--- src/rtl/rv_decode_issue.sv ---
// Decode/issue stage for the RV32I integer computational subset (OP, OP-IMM, LUI, AUIPC).
// Reads operands with writeback bypass and holds one decoded bundle for the ALU.
module rv_decode_issue #(
  parameter int unsigned XLEN = 32
) (
  input  logic            clk,
  input  logic            rst_n,
  input  logic            in_valid,
  output logic            in_ready,
  input  logic [31:0]     in_instr,
  input  logic [XLEN-1:0] in_pc,
  output logic [4:0]      rs1_addr,
  output logic [4:0]      rs2_addr,
  input  logic [XLEN-1:0] rs1_data,
  input  logic [XLEN-1:0] rs2_data,
  input  logic            wb_we,
  input  logic [4:0]      wb_rd,
  input  logic [XLEN-1:0] wb_data,
  output logic            out_valid,
  input  logic            out_ready,
  output logic [XLEN-1:0] out_op1,
  output logic [XLEN-1:0] out_op2,
  output logic [2:0]      out_opcode,
  output logic [4:0]      out_rd,
  output logic            out_we,
  output logic            out_illegal
);

  localparam int unsigned REGW = 5;
  localparam int unsigned OPCW = 3;
  localparam int unsigned IMMW = 12;

  localparam logic [6:0]      MAJ_OP     = 7'b0110011;
  localparam logic [6:0]      MAJ_OP_IMM = 7'b0010011;
  localparam logic [6:0]      MAJ_LUI    = 7'b0110111;
  localparam logic [6:0]      MAJ_AUIPC  = 7'b0010111;
  localparam logic [6:0]      F7_BASE    = 7'b0000000;
  localparam logic [6:0]      F7_ALT     = 7'b0100000;
  localparam logic [OPCW-1:0] ALU_ADD    = OPCW'(0);
  localparam logic [OPCW-1:0] ALU_SLL    = OPCW'(1);
  localparam logic [OPCW-1:0] ALU_SRX    = OPCW'(5);

  logic [6:0]      w_major;
  logic [6:0]      w_funct7;
  logic [OPCW-1:0] w_funct3;
  logic [REGW-1:0] w_rd;
  logic [XLEN-1:0] w_rs1;
  logic [XLEN-1:0] w_rs2;
  logic [XLEN-1:0] w_imm_i;
  logic [XLEN-1:0] w_imm_u;
  logic [XLEN-1:0] w_op1;
  logic [XLEN-1:0] w_op2;
  logic [OPCW-1:0] w_opcode;
  logic            w_illegal;
  logic            w_we;
  logic            w_accept;

  logic            r_valid;
  logic [XLEN-1:0] r_op1;
  logic [XLEN-1:0] r_op2;
  logic [OPCW-1:0] r_opcode;
  logic [REGW-1:0] r_rd;
  logic            r_we;
  logic            r_illegal;

  // x0 reads as zero; otherwise a same-cycle writeback overrides the register file
  function automatic logic [XLEN-1:0] f_read(input logic [REGW-1:0] addr,
                                             input logic [XLEN-1:0] rf_data,
                                             input logic            bp_we,
                                             input logic [REGW-1:0] bp_rd,
                                             input logic [XLEN-1:0] bp_data);
    if (addr == '0)
      return '0;
    else if (bp_we && (bp_rd == addr))
      return bp_data;
    else
      return rf_data;
  endfunction

  assign rs1_addr = in_instr[19:15];
  assign rs2_addr = in_instr[24:20];
  assign w_major  = in_instr[6:0];
  assign w_funct7 = in_instr[31:25];
  assign w_funct3 = in_instr[14:12];
  assign w_rd     = in_instr[11:7];
  assign w_rs1    = f_read(rs1_addr, rs1_data, wb_we, wb_rd, wb_data);
  assign w_rs2    = f_read(rs2_addr, rs2_data, wb_we, wb_rd, wb_data);
  assign w_imm_i  = {{(XLEN-IMMW){in_instr[31]}}, in_instr[31:20]};
  assign w_imm_u  = XLEN'({in_instr[31:12], 12'h000});

  assign in_ready = !r_valid || out_ready;
  assign w_accept = in_valid && in_ready;

  // Operand/opcode selection; an illegal instruction collapses to a zeroed ADD
  always_comb begin
    w_op1     = '0;
    w_op2     = '0;
    w_opcode  = ALU_ADD;
    w_illegal = 1'b0;
    unique case (w_major)
      MAJ_OP: begin
        w_op1    = w_rs1;
        w_op2    = w_rs2;
        w_opcode = w_funct3;
        if (w_funct7 == F7_ALT && w_funct3 == ALU_ADD)
          w_op2 = '0 - w_rs2;
        else if (w_funct7 != F7_BASE)
          w_illegal = 1'b1;
      end
      MAJ_OP_IMM: begin
        w_op1    = w_rs1;
        w_op2    = w_imm_i;
        w_opcode = w_funct3;
        if ((w_funct3 == ALU_SLL || w_funct3 == ALU_SRX) && w_funct7 != F7_BASE)
          w_illegal = 1'b1;
      end
      MAJ_LUI: begin
        w_op2 = w_imm_u;
      end
      MAJ_AUIPC: begin
        w_op1 = in_pc;
        w_op2 = w_imm_u;
      end
      default: w_illegal = 1'b1;
    endcase
    if (w_illegal) begin
      w_op1    = '0;
      w_op2    = '0;
      w_opcode = ALU_ADD;
    end
  end

  assign w_we = !w_illegal && (w_rd != '0);

  // Single-entry output register: load on accept, drop valid on drain
  always_ff @(posedge clk or negedge rst_n) begin
    if (!rst_n) begin
      r_valid   <= 1'b0;
      r_op1     <= '0;
      r_op2     <= '0;
      r_opcode  <= '0;
      r_rd      <= '0;
      r_we      <= 1'b0;
      r_illegal <= 1'b0;
    end else if (w_accept) begin
      r_valid   <= 1'b1;
      r_op1     <= w_op1;
      r_op2     <= w_op2;
      r_opcode  <= w_opcode;
      r_rd      <= w_rd;
      r_we      <= w_we;
      r_illegal <= w_illegal;
    end else if (out_ready) begin
      r_valid   <= 1'b0;
    end
  end

  assign out_valid   = r_valid;
  assign out_op1     = r_op1;
  assign out_op2     = r_op2;
  assign out_opcode  = r_opcode;
  assign out_rd      = r_rd;
  assign out_we      = r_we;
  assign out_illegal = r_illegal;

endmodule

--- config.mk ---
export PLATFORM = sky130hd
export DESIGN_NAME = rv_decode_issue
export DESIGN_NICKNAME = d
export VERILOG_FILES = /design/src/rtl/rv_decode_issue.sv
export SDC_FILE = /design/constraint.sdc
export NUM_CORES = 1
export LEC_CHECK = 0
export ABC_AREA = 1
export CELL_PAD_IN_SITES_DETAIL_PLACEMENT = 1
export CELL_PAD_IN_SITES_GLOBAL_PLACEMENT = 2
export CORE_ASPECT_RATIO = 1.75
export CORE_MARGIN = 2
export CORE_UTILIZATION = 22
export DETAILED_ROUTE_END_ITERATION = 10
export PLACE_DENSITY = 0.82
export SETUP_SLACK_MARGIN = 0.02
export SYNTH_ARGS = -nofsm -noshare
export SYNTH_HDL_FRONTEND = slang
export SYNTH_SLANG_ARGS = --single-unit
--- constraint.sdc ---
create_clock -name clk -period 1.7 [get_ports clk]
set_input_delay 0.51 -clock clk [delete_from_list [all_inputs] [get_ports clk]]
set_output_delay 0.51 -clock clk [all_outputs]
set_load 0.01 [all_outputs]
### After elaboration in Yosys (flattened, before gate mapping)

Index checks and enable logic that the tools add are counted.

| storage, ports and cells | value |
|---|---|
| register bits after elaboration | 75 |
| bits of input ports | 170 |
| logic and storage cells | 52 |

| operators by class | value |
|---|---|
| add/sub/neg operators | 1 |
| equal/unequal tests | 9 |
| mux-type cells | 17 |
| reduce and logical (&&, ||, !) cells | 18 |

Operator list:

| kind | count |
|---|---|
| 32-bit two-way mux | 7 |
| 32-bit one-hot mux with 3 select lines | 1 |
| 32-bit one-hot mux with 2 select lines | 1 |
| 1-bit by 32-bit subtractor with 32-bit output (first input constant) | 1 |
| 7-bit by 6-bit equality test with 1-bit output (second input constant) | 3 |
| 7-bit by 5-bit equality test with 1-bit output (second input constant) | 2 |
| 5-bit equality test | 2 |
| 5-bit zero test | 2 |
| 7-bit nonzero test | 1 |
| 1-bit logical AND | 6 |
| 3-bit two-way mux | 2 |
| 1-bit two-way mux | 5 |
| 5-bit nonzero test | 1 |
| 2-bit OR reduction | 2 |
| 3-bit by 1-bit equality test with 1-bit output (second input constant) | 1 |
| 3-bit equality test (second input constant) | 1 |
| 3-bit zero test | 1 |
| 1-bit one-hot mux with 3 select lines | 1 |
| 1-bit zero test | 2 |
| 1-bit logical OR | 2 |
| 2-bit nonzero test | 1 |

### Longest topological paths before layout

Gate-level depths: netlist of the first run.

| depth | value |
|---|---|
| depth after elaboration | 8 |
| gate-level depth with buffers | 20 |
| gate-level depth less buffers | 20 |

### Worst setup path after synthesis of the first run

Ideal clock, no wire load.

| path | value |
|---|---|
| path kind | input port to flip-flop |
| start point | input port in_instr[24] |
| end point | register r_op2[22], in the netlist out_op2[22] |
| setup time | 0.116 ns |
| arrival | 2.233 ns |
| required time | 1.584 ns |
| path slack | -0.649 ns |
| stages on the path | 20 |
| path buffers | 1 |
| path through | inv_1 -> nand2_1 -> nand2_1 -> nand2_2 -> nor2_4 -> buf_6 -> nand3_2 -> nand3_2 -> ha_1 -> nand2_1 -> nor2_2 -> nand3_2 -> nand2_2 -> nand2_2 -> nor2_1 -> nand2_1 -> nand3_1 -> nand2_1 -> nand2_1 -> nand2_1 |

| on the way | value |
|---|---|
| longest elaborated chain between the ends | 8 |
| elaborated cells between the ends (all ways) | 9 |
| classes of those cells | add/sub (1); eq/ne (1); mux (5); reduce/logical (2) |

RTL lines:

| what | RTL line | source |
|---|---|---|
| start: declaration | 10 | `input logic [31:0] in_instr,` |
| 5-bit equality test | 74 | `else if (bp_we && (bp_rd == addr))` |
| 1-bit logical AND | 74 |  |
| 32-bit two-way mux | 74 |  |
| 32-bit two-way mux (*) | 72 | `if (addr == '0)` |
| 1-bit by 32-bit subtractor with 32-bit output | 106 | `w_op2 = '0 - w_rs2;` |
| 32-bit two-way mux (*) | 105 | `if (w_funct7 == F7_ALT && w_funct3 == ALU_ADD)` |
| 32-bit one-hot mux with 3 select lines (*) | 100 | `unique case (w_major)` |
| 32-bit two-way mux (*) | 126 | `if (w_illegal) begin` |
| end signal: assignment | 148 | `r_op2 <= w_op2;` |
| end: declaration | 60 | `logic [XLEN-1:0] r_op2;` |

Mark *: on every way between the ends. The rest lies on a longest branch, timed or not.
A chain may end at the register's enable or synchronous reset.

### Worst setup path after layout of the first run

| path | value |
|---|---|
| start point | input port in_instr[20] |
| end point | register r_op2[13], in the netlist out_op2[13] |

Same word-level chain as after synthesis.

==> results.yml, run 1 <==
yosys:
  ys_warn_count: 0
  seq_area_frac_synth_pct: 29.7
  synth_edf_count: 0
  synth.avg_cell_area_um2: 6.48
  synth_nets: 1147
  netlist_area_mm2: 0.00632
  synthDistinctLibCells: 42
  syn_inst: 976
  async_flop_share_pct: 100
  synth-main-ff-cell: "dfrtp_1"
  synth-seq-cells: 75
clocking:
  htreeDepth: 3
  cts-root-buf: "clkbuf_16"
  clk_pin_slew_worst_paths_ns: 0.08
  insertion_delay_ns: 0.38
  cts_hold_buf: 0
  cts_tree: "done"
  cts_buffers: 9
  cts_max_path_buffers: 2
  cts.sinks: 75
critical_path:
  cp.required_ns: 1.97
  crit_path_max_fanout: 6
  cp-start-kind: "primary input"
  r2r_cells: 9
  end_kind: "flop"
  arrival_ns: 2.68
  critical_path_class: "in2reg"
final_layout:
  n_fill_cell: 3423
  area_delta_synth_final_pct: 110
  fin_cells: 1815
  drive_gt1_share_pct: 39.8
  fin_util_pct: 46.6
  final_net_count: 1602
  stdcell_area_mm2: 0.0132
grt:
  grt_overflow_total: 0
  met3_usage_pct: 3.16
  grt_use_met1_pct: 24.2
  grt_usage_pct: 24.9
  first_global_vias: 9811
  grt_max_degree: 76
  antenna_found_initial: 1
  grt_util_met2_pct: 48.5
  grt_pass1_wl_um: 57100
  top_usage_layer: "met2"
power:
  irDropWorstVdd_mv: 0.557
  p_leak_nw: 6.82
  power_mw: 5.90
  powerDensity_mw_per_mm2: 445
sta:
  max_freq_mhz: 415
  period_minus_slack_ns: 2.41
  rsz0062_at_grt: "true"
  setup_viol: 69
  hold_viol_final: 0
  layout_setup_ws_ns: -0.711
  slew-limit-headroom_pct: 66.8
  finClkSkew_ns: 0.0102
  period_share_pct: 142
  finalMaxSlewViolations: 0
  tightest_slew_ns: 0.498
floorplanning:
  rows: 82
  fp.dieW_um: 132
  io_pins: 256
  dieHeight_um: 228
  initial_core_util_pct: 22.2
  die-area_mm2: 0.0302
  core_mm2: 0.0284
min_path:
  hold_class: "in2async"
placed_design:
  place_ws_ns: -1.62
  port_buffers: 255
  place_area_mm2: 0.0105
  place.gp.congestion: 0.878
  hpwl_um: 25100
  place_inst: 1699
detailed_routing:
  routed_wirelength_um: 39500
  routedWlPerCell_um: 21.7
  dr.first_iter.drc_count: 342
  dr_total_vias: 8806
  firstDrtPassIters: 5
  vias_per_cell: 4.85
  drc: 0
  ant_nets: 0
flow_run:
  maxCapViolCount: 0
outcome:
  status: "complete, but fails checks"
  violations: "setup timing"
[placed cells by master, fill, tap and decap left out, drive strengths merged, types with 14 or more instances in the layout]
master,netlist,final
nor2,83,83
buf,30,261
a21o,32,32
inv,186,188
o21ai,46,46
clkbuf,23,14
nand3,94,94
nand2,273,273
clkdlybuf4s50,0,135
dfrtp,75,75
dlygate4sd2,0,89
a22o,35,35
o22ai,37,37
[layer usage]
metal	vias up	wire length, um
li1	4045	-
met3	126	1370
met1	4323	13500
met2	312	22200
met5	-	0
met4	0	2470
[where the power goes]
group | switching, mW | internal (mW)
registers | 0.0116 | 1.80
clock network | 0.993 | 1.18
logic | 0.951 | 0.956
total | 1.96 | 3.94
[area by class of cell]
class / count / area [um2] / share of cell area, %
clock buffer: 9 / 225 / 1.70
antenna: 1 / 2.50 / 0.0189
multi-input combinational: 661 / 4840 / 36.5
clock inverter: 7 / 90.1 / 0.680
tap: 378 / 473 / 3.57
sequential: 75 / 1880 / 14.2
inverter: 187 / 792 / 5.98
timing repair buffer: 497 / 4950 / 37.4
[cell usage after synthesis (2+ instances only)]
master,number,share of area [%]
nand2_4,2,0.36
nand2_1,262,16
a21o_1,32,3.8
nor3_1,5,0.40
inv_2,3,0.18
clkbuf_1,23,1.4
or2_1,2,0.20
buf_4,13,1.5
inv_1,183,11
a22o_1,35,4.8
buf_6,6,1.1
o21bai_2,2,0.36
nor2_2,7,0.69
nand2_2,9,0.89
nand4_1,9,0.89
a21oi_1,12,0.95
o211ai_1,2,0.24
nand3_2,22,3.5
o21bai_1,6,0.71
nand3b_1,12,1.4
dfrtp_1,75,30
o21ai_0,40,3.2
nand3_1,72,5.7
nor2_1,73,4.3
buf_2,10,0.79
o22ai_1,37,3.7
o21ai_1,5,0.40
nor2_4,3,0.53
[sequential cells by signal, summed over array words and instances, names as in the netlist]
signal	flops
out_illegal	1
out_op1	32
out_op2	32
out_opcode	3
out_rd	5
out_valid	1
out_we	1
[critical path: stages]
cell and delay [ns]:
buf_8 0.07, buf_8 0.13, inv_6 0.04, nand2_4 0.08
nand2_4 0.06, nor2_4 0.09, nand3_4 0.17, buf_6 0.19
nand2_4 0.06, nand3_4 0.09, buf_4 0.17, buf_6 0.12
nand3_4 0.08, nor2_4 0.05, nand3_2 0.07, nand2_4 0.09
or2_1 0.26, nand3_2 0.10, nand2_2 0.08, nand2_1 0.07
nand2_1 0.07
[worst paths after layout]
check                             start  slack, ns     endpoint
min                               rst_n       0.16   out_op1[3]
min in group clk           in_instr[28]       0.41   out_op2[8]
max in group asynchronous         rst_n       1.17  out_op2[24]
min reg2reg                 out_op2[17]       0.47  out_op2[17]
max                        in_instr[20]      -0.71  out_op2[13]
max reg2reg                   out_valid       0.15   out_op2[4]
[metrics by stage]
step,hold WS (ns),setup TNS (ns)
2_1_floorplan,0.214,-20.36
3_5_place_dp,0.467,-86.25
3_3_place_gp,0.463,-84.56
6_report,0.158,-28.22
4_1_cts,0.177,-24.53
5_1_grt,0.193,-34.40
[cell families (layout without fill, tap and decap cells)]
logic type | after synthesis | after routing | share of synthesized area [%]
AO/OA/AOI/OAI | 179 | 179 | 19.2
adder cells (fa/ha/maj) | 1 | 1 | 0.198
AND/OR/NAND/NOR | 481 | 481 | 35.0
flip-flops | 75 | 75 | 29.7
buffers and inverters | 240 | 700 | 15.9
other | 0 | 1 | 0
[timing repair]
action / in CTS / in global routing
gates resized for setup: 441 / 145
setup endpoints to repair: 155 / 71
pin swaps: 100 / 106
setup buffers: 70 / 22
cloned: 19 / 2
No activity file was read; power rests on OpenSTA's default activity.
==> run 2, diff against run 1 <==
--- a/config.mk
+++ b/config.mk
@@ -6,13 +6,11 @@
 export NUM_CORES = 1
 export LEC_CHECK = 0
 export ABC_AREA = 1
-export CELL_PAD_IN_SITES_DETAIL_PLACEMENT = 1
-export CELL_PAD_IN_SITES_GLOBAL_PLACEMENT = 2
 export CORE_ASPECT_RATIO = 1.75
 export CORE_MARGIN = 2
-export CORE_UTILIZATION = 22
+export CORE_UTILIZATION = 45
 export DETAILED_ROUTE_END_ITERATION = 10
-export PLACE_DENSITY = 0.82
+export PLACE_DENSITY = 0.84
 export SETUP_SLACK_MARGIN = 0.02
 export SYNTH_ARGS = -nofsm -noshare
 export SYNTH_HDL_FRONTEND = slang
==> results.yml, run 2 <==
placed_design:
  hpwl_um: 19600
  place.gp.congestion: 0.935
  port_buffers: 255
floorplanning:
  dieHeight_um: 161
  io_pins: 256
  rows: 57
  initial_core_util_pct: 45.7
  fp.dieW_um: 93.6
yosys:
  synth_nets: 1147
  synth-main-ff-cell: "dfrtp_1"
  synth.area.top_cells: "dfrtp_1 30%, nand2_1 16%, inv_1 11%"
  syn_inst: 976
  yosys-top-cells-count: "262 x nand2_1, 183 x inv_1, 75 x dfrtp_1"
  netlist_area_mm2: 0.00632
  ys_warn_count: 0
  synth_edf_count: 0
  synth_top_area_share_pct: 29.7
  post-synth-top-count-cell: "nand2_1"
  synth-seq-cells: 75
  synthDistinctLibCells: 42
  seq_area_frac_synth_pct: 29.7
  yosysTopAreaCell: "dfrtp_1"
  synth.avg_cell_area_um2: 6.48
  async_flop_share_pct: 100
clocking:
  cts-root-buf: "clkbuf_16"
  cts_buffers: 9
  cts.sinks: 75
  htreeDepth: 3
  cts_max_path_buffers: 2
  cts_hold_buf: 0
grt:
  grt_max_degree: 76
  grt_overflow_total: 22
  grt_usage_pct: 69.6
outcome:
  error_message: "[ERROR GRT-0232] Routing congestion too high. Check the congestion heatmap in the GUI."
  status: "stopped before the end"
  failing_step: "5_1_grt"
sta:
  worst-ep-kind: "sequential cell input"
  crit_endpoint: "out_op2[31]$_DFFE_PN0P_/D"
## run 2: cell counts after synthesis
Identical to the previous run, type by type.
## run 2: metal layers
| metal | overflow | global-route usage [%] |
|---|---|---|
| met1 | 0 | 67.7 |
| met2 | 3 | 89.2 |
| met3 | 0 | 53.2 |
| met4 | 18 | 68.4 |
| met5 | 1 | 11.1 |
## run 2: what timing repair did
action	CTS
resized for setup	380
setup endpoints to repair	155
buffers inserted	49
pin swaps	68
gates cloned	19
## run 2: stage by stage
stage,instance area [um2],setup WS [ns],std cells
after detailed placement,10200,-1.50,1493
after floorplan,6550,-0.535,976
after CTS,12000,-0.684,1577
after global placement,10200,-1.44,1493
## run 2: cell families after synthesis
kind of cell,Yosys count,share of synthesized area [%]
and+or+nand+nor,481,35.0
buffers and inverters,240,15.9
AOI/OAI and AO/OA,179,19.2
DFF,75,29.7
adders and majority gates,1,0.198
==> run 3, diff against run 2 <==
--- a/config.mk
+++ b/config.mk
@@ -6,12 +6,10 @@
 export NUM_CORES = 1
 export LEC_CHECK = 0
 export ABC_AREA = 1
-export CORE_ASPECT_RATIO = 1.75
 export CORE_MARGIN = 2
-export CORE_UTILIZATION = 45
+export CORE_UTILIZATION = 40
 export DETAILED_ROUTE_END_ITERATION = 10
-export PLACE_DENSITY = 0.84
-export SETUP_SLACK_MARGIN = 0.02
+export PLACE_DENSITY_LB_ADDON = 0.15
 export SYNTH_ARGS = -nofsm -noshare
 export SYNTH_HDL_FRONTEND = slang
 export SYNTH_SLANG_ARGS = --single-unit
==> results.yml, run 3 (synthesis gave the netlist of run 1 again) <==
critical_path:
  arrival_ns: 2.66
  cp-start-kind: "primary input"
  cp.required_ns: 2.01
  r2r_setup_slack_ns: 0.27
  critical_path_class: "in2reg"
  r2r_cells: 8
  crit_start: "in_instr[23]"
  crit_path_max_fanout: 9
  end_kind: "flop"
  r2r_end: "out_op2[4]"
  r2r-start: "out_valid"
sta:
  period_minus_slack_ns: 2.35
  rsz0062_at_grt: "true"
  period_share_pct: 138
  layout_setup_ws_ns: -0.651
  setup_viol: 69
  holdWs_ns: 0.00950
  finalMaxSlewViolations: 0
  max_freq_mhz: 425
  finClkSkew_ns: 0.00813
  tightest_slew_ns: 0.335
  slew-limit-headroom_pct: 77.5
  hold_viol_final: 0
detailed_routing:
  routed_wirelength_um: 32900
  routedWlPerCell_um: 20.2
  ant_nets: 0
  dr_total_vias: 9015
  drc: 0
  vias_per_cell: 5.53
  dr.first_iter.drc_count: 803
  firstDrtPassIters: 5
placed_design:
  hpwl_um: 19000
  place.gp.congestion: 0.917
  port_buffers: 255
grt:
  grt_usage_pct: 36.7
  grt_overflow_total: 0
  first_global_vias: 8914
  antenna_found_initial: 0
  grt_pass1_wl_um: 47000
  grt_max_degree: 53
power:
  p_leak_nw: 6.70
  p_int_mw: 3.78
  combPwrFrac_pct: 32.6
  p_seq_share_pct: 31.9
  power_mw: 5.70
  swShare_pct: 33.6
  powerDensity_mw_per_mm2: 448
  p_switching_mw: 1.92
  clockPowerShare_pct: 35.6
  irDropWorstVdd_mv: 0.474
floorplanning:
  rows: 45
  dieHeight_um: 130
  core_mm2: 0.0153
  fp.dieW_um: 130
  initial_core_util_pct: 41.3
  die-area_mm2: 0.0168
  io_pins: 256
final_layout:
  n_fill_cell: 979
  mostFrequentLayoutCell: "nand2_1"
  area_delta_synth_final_pct: 101
  n_antenna_cell: 0
  drive_gt1_share_pct: 36.8
  multi_input_area_mm2: 0.00464
  final_cell_mix: "200 x nand2_1, 162 x inv_1, 160 x buf_4"
  seqCellArea_mm2: 0.00188
  final_net_count: 1585
clocking:
  cts_buffers: 9
  cts-root-buf: "clkbuf_16"
  cts.sinks: 75
  htreeDepth: 3
  clk_pin_slew_worst_paths_ns: 0.08
  cts_tree: "done"
  cts_max_path_buffers: 2
  insertion_delay_ns: 0.37
flow_run:
  maxCapViolCount: 0
outcome:
  violations: "setup timing"
  status: "complete, but fails checks"
min_path:
  hold_class: "in2async"
==> run 3: cell type report <==
type                    count  share of cell area (%)
clock buffers               9                    1.77
clock inverters             7                   0.541
inverters                 187                    6.14
multi-input cells         661                    36.4
flip-flops and latches     75                    14.7
well taps                 211                    2.07
repair buffers            480                    38.3
==> run 3: worst max path at each step <==
stage	endpoint	slack [ns]	cells past startpoint
after floorplan	out_op2[22]	-0.54	20
after global placement	out_op2[26]	-1.52	16
after detailed placement	out_op2[30]	-1.50	16
after CTS	out_op2[22]	-0.60	22
after global routing	out_op2[22]	-0.73	20
final	out_op2[9]	-0.65	20
==> run 3: stage by stage <==
step / TNS (ns) / instances / setup slack [ns] / utilization, % / instance area [um2]
CTS: -19.54 / 1623 / -0.601 / 80.5 / 12300
detailed placement: -80.70 / 1514 / -1.50 / 66.7 / 10200
floorplan: -20.36 / 976 / -0.535 / - / 6550
finish: -25.30 / 1630 / -0.651 / 83.1 / 12700
global placement: -78.13 / 1514 / -1.52 / 66.7 / 10200
global route: -29.77 / 1630 / -0.731 / 83.1 / 12700
==> run 3: per-layer routing <==
metal / part of all wire (%) / GRT usage (%) / routed length (um)
met2: 47 / 62.1 / 15600
met4: 7.2 / 21.4 / 2380
met1: 37 / 42.5 / 12000
met5: 0 / 0 / 0
met3: 8.8 / 8.73 / 2900
==> run 3: worst max-delay path, cell delays in order <==
cell     delay [ns]
buf_12         0.09
inv_4          0.04
nand2_1        0.09
nand2_2        0.07
nor2_4         0.16
nand3_4        0.16
buf_12         0.20
buf_12         0.14
nand2_4        0.06
nand3_4        0.10
nand2_4        0.14
inv_1          0.06
nand3_2        0.08
nand2_2        0.09
buf_4          0.16
nand2_1        0.07
nand2_1        0.08
o22ai_1        0.18
nand2_1        0.08
nand2_1        0.06
==> run 3: what timing repair did <==
action	4_1_cts	5_1_grt
gates resized for setup	417	140
pin swaps	66	76
hold buffers	0	0
gates cloned	19	2
buffers inserted	74	20
endpoints found under the setup margin	155	70
==> run 3: power by group through the flow <==
stage	clock network, mW	registers [mW]	logic (mW)
3_3_place_gp	0	1.85	1.36
3_5_place_dp	0	1.85	1.36
5_1_grt	2.10	1.82	1.96
4_1_cts	2.00	1.82	1.67
6_report	2.03	1.82	1.86
2_1_floorplan	0	1.86	0.491
